<file path="config.mk">
export PLATFORM = sky130hd
export DESIGN_NAME = apb_arbiter
export DESIGN_NICKNAME = d
export VERILOG_FILES = /design/src/rtl/apb_pkg.sv /design/src/rtl/apb_rr_arbiter.sv /design/src/rtl/apb_arbiter.sv
export SDC_FILE = /design/constraint.sdc
export NUM_CORES = 1
export LEC_CHECK = 0
export ABC_AREA = 1
export BUFFER_PORTS_ARGS = -buffer_cell sky130_fd_sc_hd__buf_2
export CORE_ASPECT_RATIO = 0.6
export CORE_MARGIN = 10
export CORE_UTILIZATION = 43
export DETAILED_ROUTE_END_ITERATION = 10
export PLACE_DENSITY_LB_ADDON = 0.08
export REMOVE_ABC_BUFFERS = 1
export SYNTH_ARGS = -nofsm -noshare
export SYNTH_HDL_FRONTEND = slang
export SYNTH_SLANG_ARGS = --single-unit
</file>
<file path="constraint.sdc">
create_clock -name clk_i -period 1.6 [get_ports clk_i]
set_clock_uncertainty 0.1 [all_clocks]
set_input_delay 0.4 -clock clk_i [delete_from_list [all_inputs] [get_ports clk_i]]
set_output_delay 0.4 -clock clk_i [all_outputs]
set_load 0.01 [all_outputs]
</file>
<file path="src/rtl/apb_pkg.sv">
// ---------------------------------------------------------------------------
// apb_pkg
//   Shared APB types for the requester/completer arbiter.
//   apb_h2d_t : requester -> completer fields (psel, penable, pwrite, paddr,
//               pwdata, pstrb)
//   apb_d2h_t : completer -> requester fields (pready, prdata, pslverr)
//   apb_state_e : transfer phase of the shared bus
// ---------------------------------------------------------------------------
package apb_pkg;

    localparam int ApbArbMaxReq = 16;
    localparam int ApbAddrW     = 32;
    localparam int ApbDataW     = 32;
    localparam int ApbStrbW     = ApbDataW / 8;

    typedef struct packed {
        logic                psel;
        logic                penable;
        logic                pwrite;
        logic [ApbAddrW-1:0] paddr;
        logic [ApbDataW-1:0] pwdata;
        logic [ApbStrbW-1:0] pstrb;
    } apb_h2d_t;

    typedef struct packed {
        logic                pready;
        logic [ApbDataW-1:0] prdata;
        logic                pslverr;
    } apb_d2h_t;

    typedef enum logic [1:0] {
        StateIdle,
        StateSetup,
        StateAccess
    } apb_state_e;

endpackage

</file>
<file path="src/rtl/apb_rr_arbiter.sv">
// ---------------------------------------------------------------------------
// apb_rr_arbiter
//   Round-robin pick among NUM_REQ request lines. The search starts at the
//   rotating pointer and wraps to index 0; the pointer moves to winner+1
//   whenever a grant is taken (i_advance with a valid winner).
//   i_clk, i_rst  : clock, synchronous active-high reset (pointer -> 0)
//   i_req         : request vector
//   i_advance     : grant is being consumed this cycle
//   o_gnt         : one-hot winner (combinational)
//   o_idx         : binary winner index
//   o_valid       : at least one request present
// ---------------------------------------------------------------------------
module apb_rr_arbiter
    import apb_pkg::*;
#(
    parameter int NUM_REQ = 2,
    parameter int IDX_W   = $clog2(NUM_REQ)
) (
    input  logic               i_clk,
    input  logic               i_rst,
    input  logic [NUM_REQ-1:0] i_req,
    input  logic               i_advance,
    output logic [NUM_REQ-1:0] o_gnt,
    output logic [IDX_W-1:0]   o_idx,
    output logic               o_valid
);

    logic [IDX_W-1:0] r_ptr;
    logic [IDX_W:0]   w_cand;

    // One extra bit on the candidate so ptr+offset cannot overflow before
    // the modulo-NUM_REQ fold.
    always_comb begin
        o_gnt   = '0;
        o_idx   = '0;
        o_valid = 1'b0;
        w_cand  = '0;
        for (int i = 0; i < NUM_REQ; i++) begin
            w_cand = {1'b0, r_ptr} + (IDX_W+1)'(i);
            if (w_cand >= (IDX_W+1)'(NUM_REQ)) begin
                w_cand = w_cand - (IDX_W+1)'(NUM_REQ);
            end
            if (!o_valid && i_req[w_cand[IDX_W-1:0]]) begin
                o_valid = 1'b1;
                o_idx   = w_cand[IDX_W-1:0];
            end
        end
        if (o_valid) begin
            o_gnt[o_idx] = 1'b1;
        end
    end

    always_ff @(posedge i_clk) begin
        if (i_rst) begin
            r_ptr <= '0;
        end else if (i_advance && o_valid) begin
            r_ptr <= (o_idx == IDX_W'(NUM_REQ-1)) ? '0 : o_idx + 1'b1;
        end
    end

endmodule

</file>
<file path="src/rtl/apb_arbiter.sv">
// ---------------------------------------------------------------------------
// apb_arbiter
//   Shares one APB completer between NUM_REQ requesters. The round-robin
//   winner's transfer is latched in Idle and replayed as SETUP/ACCESS on the
//   shared bus; the completer response goes back to the winner only. With
//   TIMEOUT_CYCLES>0 a hung ACCESS is closed with pready=1/pslverr=1.
//   clk_i, rst_i : clock, synchronous active-high reset
//   req_i/rsp_o  : requester-side request/response arrays
//   slv_o/slv_i  : shared-bus request/response
//   grant_o      : one-hot bus owner, zero in Idle
//   timeout_o    : one-cycle pulse in the cycle a transfer times out
//
//   state        | meaning
//   StateIdle    | bus quiet, arbitrating; winner latched on any psel
//   StateSetup   | latched transfer on slv_o, psel=1 penable=0
//   StateAccess  | psel=1 penable=1, waiting for pready or timeout
// ---------------------------------------------------------------------------
module apb_arbiter
    import apb_pkg::*;
#(
    parameter int NUM_REQ        = 2,
    parameter int TIMEOUT_CYCLES = 0
) (
    input  logic               clk_i,
    input  logic               rst_i,
    input  apb_h2d_t           req_i [NUM_REQ],
    output apb_d2h_t           rsp_o [NUM_REQ],
    output apb_h2d_t           slv_o,
    input  apb_d2h_t           slv_i,
    output logic [NUM_REQ-1:0] grant_o,
    output logic               timeout_o
);

    localparam int IdxW = $clog2(NUM_REQ);
    localparam int CntW = (TIMEOUT_CYCLES > 0) ? $clog2(TIMEOUT_CYCLES + 1) : 1;

    apb_state_e          r_state;
    apb_state_e          w_state_next;
    apb_h2d_t            r_req;
    logic [NUM_REQ-1:0]  r_grant;
    logic [CntW-1:0]     r_cnt;
    logic [NUM_REQ-1:0]  w_psel;
    logic [NUM_REQ-1:0]  w_gnt;
    logic [IdxW-1:0]     w_idx;
    logic                w_any;
    logic                w_timeout;

    always_comb begin
        w_psel = '0;
        for (int k = 0; k < NUM_REQ; k++) begin
            w_psel[k] = req_i[k].psel;
        end
    end

    apb_rr_arbiter #(
        .NUM_REQ (NUM_REQ),
        .IDX_W   (IdxW)
    ) u_rr (
        .i_clk     (clk_i),
        .i_rst     (rst_i),
        .i_req     (w_psel),
        .i_advance (r_state == StateIdle),
        .o_gnt     (w_gnt),
        .o_idx     (w_idx),
        .o_valid   (w_any)
    );

    // r_cnt holds the number of pready=0 ACCESS cycles already seen, so the
    // current cycle is the TIMEOUT_CYCLES-th when r_cnt == TIMEOUT_CYCLES-1.
    // A completer pready in that same cycle takes precedence.
    always_comb begin
        w_timeout = 1'b0;
        if (TIMEOUT_CYCLES > 0 && r_state == StateAccess && !slv_i.pready) begin
            w_timeout = (r_cnt == CntW'(TIMEOUT_CYCLES - 1));
        end
    end

    always_comb begin
        w_state_next = r_state;
        case (r_state)
            StateIdle:   if (w_any) w_state_next = StateSetup;
            StateSetup:  w_state_next = StateAccess;
            StateAccess: if (slv_i.pready || w_timeout) w_state_next = StateIdle;
            default:     w_state_next = StateIdle;
        endcase
    end

    always_ff @(posedge clk_i) begin
        if (rst_i) begin
            r_state <= StateIdle;
        end else begin
            r_state <= w_state_next;
        end
    end

    always_ff @(posedge clk_i) begin
        if (rst_i) begin
            r_req   <= '0;
            r_grant <= '0;
            r_cnt   <= '0;
        end else begin
            case (r_state)
                StateIdle: begin
                    if (w_any) begin
                        r_req   <= req_i[w_idx];
                        r_grant <= w_gnt;
                    end
                end
                StateSetup: begin
                    r_cnt <= '0;
                end
                StateAccess: begin
                    if (slv_i.pready || w_timeout) begin
                        r_grant <= '0;
                    end else if (r_cnt != '1) begin
                        r_cnt <= r_cnt + 1'b1;
                    end
                end
                default: begin
                    r_grant <= '0;
                end
            endcase
        end
    end

    // slv_o depends only on registered state and the latched request.
    always_comb begin
        slv_o = '0;
        if (r_state != StateIdle) begin
            slv_o         = r_req;
            slv_o.psel    = 1'b1;
            slv_o.penable = (r_state == StateAccess);
        end
    end

    always_comb begin
        for (int k = 0; k < NUM_REQ; k++) begin
            rsp_o[k] = '0;
            if (r_state == StateAccess && r_grant[k]) begin
                if (w_timeout) begin
                    rsp_o[k].pready  = 1'b1;
                    rsp_o[k].pslverr = 1'b1;
                end else begin
                    rsp_o[k] = slv_i;
                end
            end
        end
    end

    assign grant_o   = r_grant;
    assign timeout_o = w_timeout;

endmodule

</file>
==> metrics <==
final period utilization=124%; status=complete, but fails checks; number of diodes=0; reg2reg end=r_req[27]; Core Area=10700 um^2; Area contributors post-synth=dfxtp_1 (31%), nand2_1 (23%), nor2_1 (22%); failing checks=setup timing; Avg WL per Cell=18.0 um; unique cell type count in the Yosys netlist=18; critical path class=flip-flop to output port; reg2reg path depth=11; worst hold slack=234 ps; sequential element share of the synthesized area=31.0%; EDFF count, synth=0; number of max-cap violations=0; total number of vias=6986; vias in the first global route=5930; Final nets=1411; Die H=102 um; DP HPWL=~14000 um; Placed Instance Area=6600 um^2; std cell rows=29; hold wc startpoint=rst_i; 1st-iter DRT viols=443; Max VDD drop=775 uV; mapped cell area=4770 um^2; WL final=24800 um; clock slew at reported path FFs=50 ps; Fin. Hold Viols=0; Final ANT Viol Nets=0; Commonest cells post-synth=nand2_1 (287), nor2_1 (281), inv_1 (109), dfxtp_1 (74), nand3_1 (69); Via-to-Cell Ratio=between 5 and 6; Power Density=942 nW/um^2; Mean Syn Cell Area=5.35 um^2; grt total ovfl=0; Worst Setup Slack, final=-389 ps; Reg-to-Reg Start=r_state[1]; Syn. warnings=0; most frequent cell after synthesis=nand2_1; CTS H-tree depth=3; Root Buffer Master=clkbuf_16; Final Critical Period=a little under 2000 ps; CTS Sinks=74; All-Layer GR Usage=between 20% and 30%; crit path DAT=1490 ps; Max clock buf depth=2; number of buffers created by CTS=9; first-pass GRT wire length=just over 30000 um; hold endpoint=r_state[0]; synthesized instance count=between 800 and 900; Port Buf Inserts=316; DRC viols=0; Hold WC Path Type=primary input to flip-flop; largest net degree at the start of global routing=40; die area=15800 um^2; clk_lat worst skew=330 ps; CTS tree=done; Area growth syn-to-layout=95.1%; ys flop type=dfxtp_1; Fmax=503 MHz; hold depth=2; die width=156 um; final instance area=9310 um^2; CP endpoint kind=output port; 1st-pass router iterations=5; crit start category=flip-flop; asr flop ratio synth=0%; Ports=320; Yosys reg bits=74; final setup fails=around 210; RSZ-0062 raised after global routing=yes; Worst Path Max Fanout=17; share of layout cells above drive strength 1=50.0%; initial antenna violation count=0; share of the synthesized area in the top cell type=a little under a third; worst path required time=1100 ps; starting density of the core=between 40% and 50%; leakage=5.07 nW; routability cong.=0.833; fin. max-slew vios=0; Yosys top cell by area=dfxtp_1; R2R setup slack=-350 ps
[layout make-up]
type | instances | area, um^2
repair buffers | 385 | 3260
fillers | 602 | 1390
multi-input cells | 651 | 3680
clock inverters | 7 | 70.1
clock buffers | 9 | 225
inverters | 112 | 420
flip-flops and latches | 74 | 1480
well taps | 139 | 174
[power by group]
part / internal (mW) / switching (mW) / leakage [nW]
Sequential: 2.14 / 0.0913 / 0.615
Clock: 1.20 / 0.809 / 0.145
Combinational: 2.07 / 2.46 / 4.31
[metal layers]
metal | track usage, % | up-vias | part of all wire, %
met3 | 8.13 | 41 | 9.7
met1 | 29.1 | 3254 | 39
li1 | - | 3317 | -
met5 | 0 | - | 0
met2 | 39.6 | 374 | 50
met4 | 5.56 | 0 | 1.3
[flip-flops by register name (all words and copies together) (netlist names)]
| register | flops |
|---|---|
| r_req | 69 |
| grant_o | 2 |
| r_state | 2 |
| u_rr.r_ptr | 1 |
[worst max-delay path, stage by stage (launching register included)]
cell and delay (ps):
dfxtp_2 350, inv_2 50, nor2_4 180, nand2_4 110, clkbuf_16 200, nor2_1 120
buf_2 150
[cells by family (layout without fill, tap and decap cells)]
family                 Yosys count  after routing  share of synthesized area (%)
other                            1              1                         0.0786
DFF                             74             74                           31.0
buffers and inverters          171            513                           15.7
and+or+nand+nor                644            648                           52.9
AOI/OAI and AO/OA                2              2                          0.210
[worst max path at each step]
stage,startpoint,to,slack [ps],cells past startpoint
after floorplan,r_state[0],r_req[0],-3520,4
after global placement,r_state[1],r_req[54],-8,7
after detailed placement,r_state[1],r_req[58],-20,7
after CTS,r_state[0],slv_o[17],-360,6
after global routing,r_state[1],rsp_o[56],-440,6
final,r_state[1],rsp_o[3],-390,6
[layout by cell type, fill, tap and decap left out]
cell and n:
conb_1 1, buf_2 267, nand2_2 41, buf_8 1
nand3_4 1, nor2_1 141, nor2_4 82, buf_4 11
buf_6 56, clkbuf_16 24, bufinv_16 1, clkinv_2 3
a21oi_2 1, nand3b_1 1, nand2_4 23, nand3_1 69
nand2_8 5, inv_1 107, nand4_1 3, dfxtp_2 2
dfxtp_1 72, clkinv_4 2, buf_16 16, nor2_2 58
buf_12 19, clkinvlp_4 1, inv_2 5, o21ai_0 1
nand2_1 224
[per-stage QoR]
stage                     setup WS [ps]  utilization, %  cells  setup TNS (ps)  power (mW)
final                              -389            87.0   1377          -63250        8.77
after floorplan                   -3520               -    833         -401260        3.61
after detailed placement          -17.6            61.6   1316            -152        4.57
after global routing               -445            87.0   1377          -73910        9.18
after CTS                          -355            70.7   1356          -48770        7.33
after global placement            -7.71            61.6   1316           -60.7        4.53
[repair_timing]
| action | 4_1_cts | 5_1_grt |
|---|---|---|
| buffers inserted | 6 | 3 |
| gates resized for setup | 56 | 351 |
| gates cloned | 18 | 18 |
| pin swaps | 1 | 72 |
| hold buffers | 0 | 0 |
| endpoints found under the setup margin | 191 | 210 |
No activity file was read; power rests on OpenSTA's default activity.
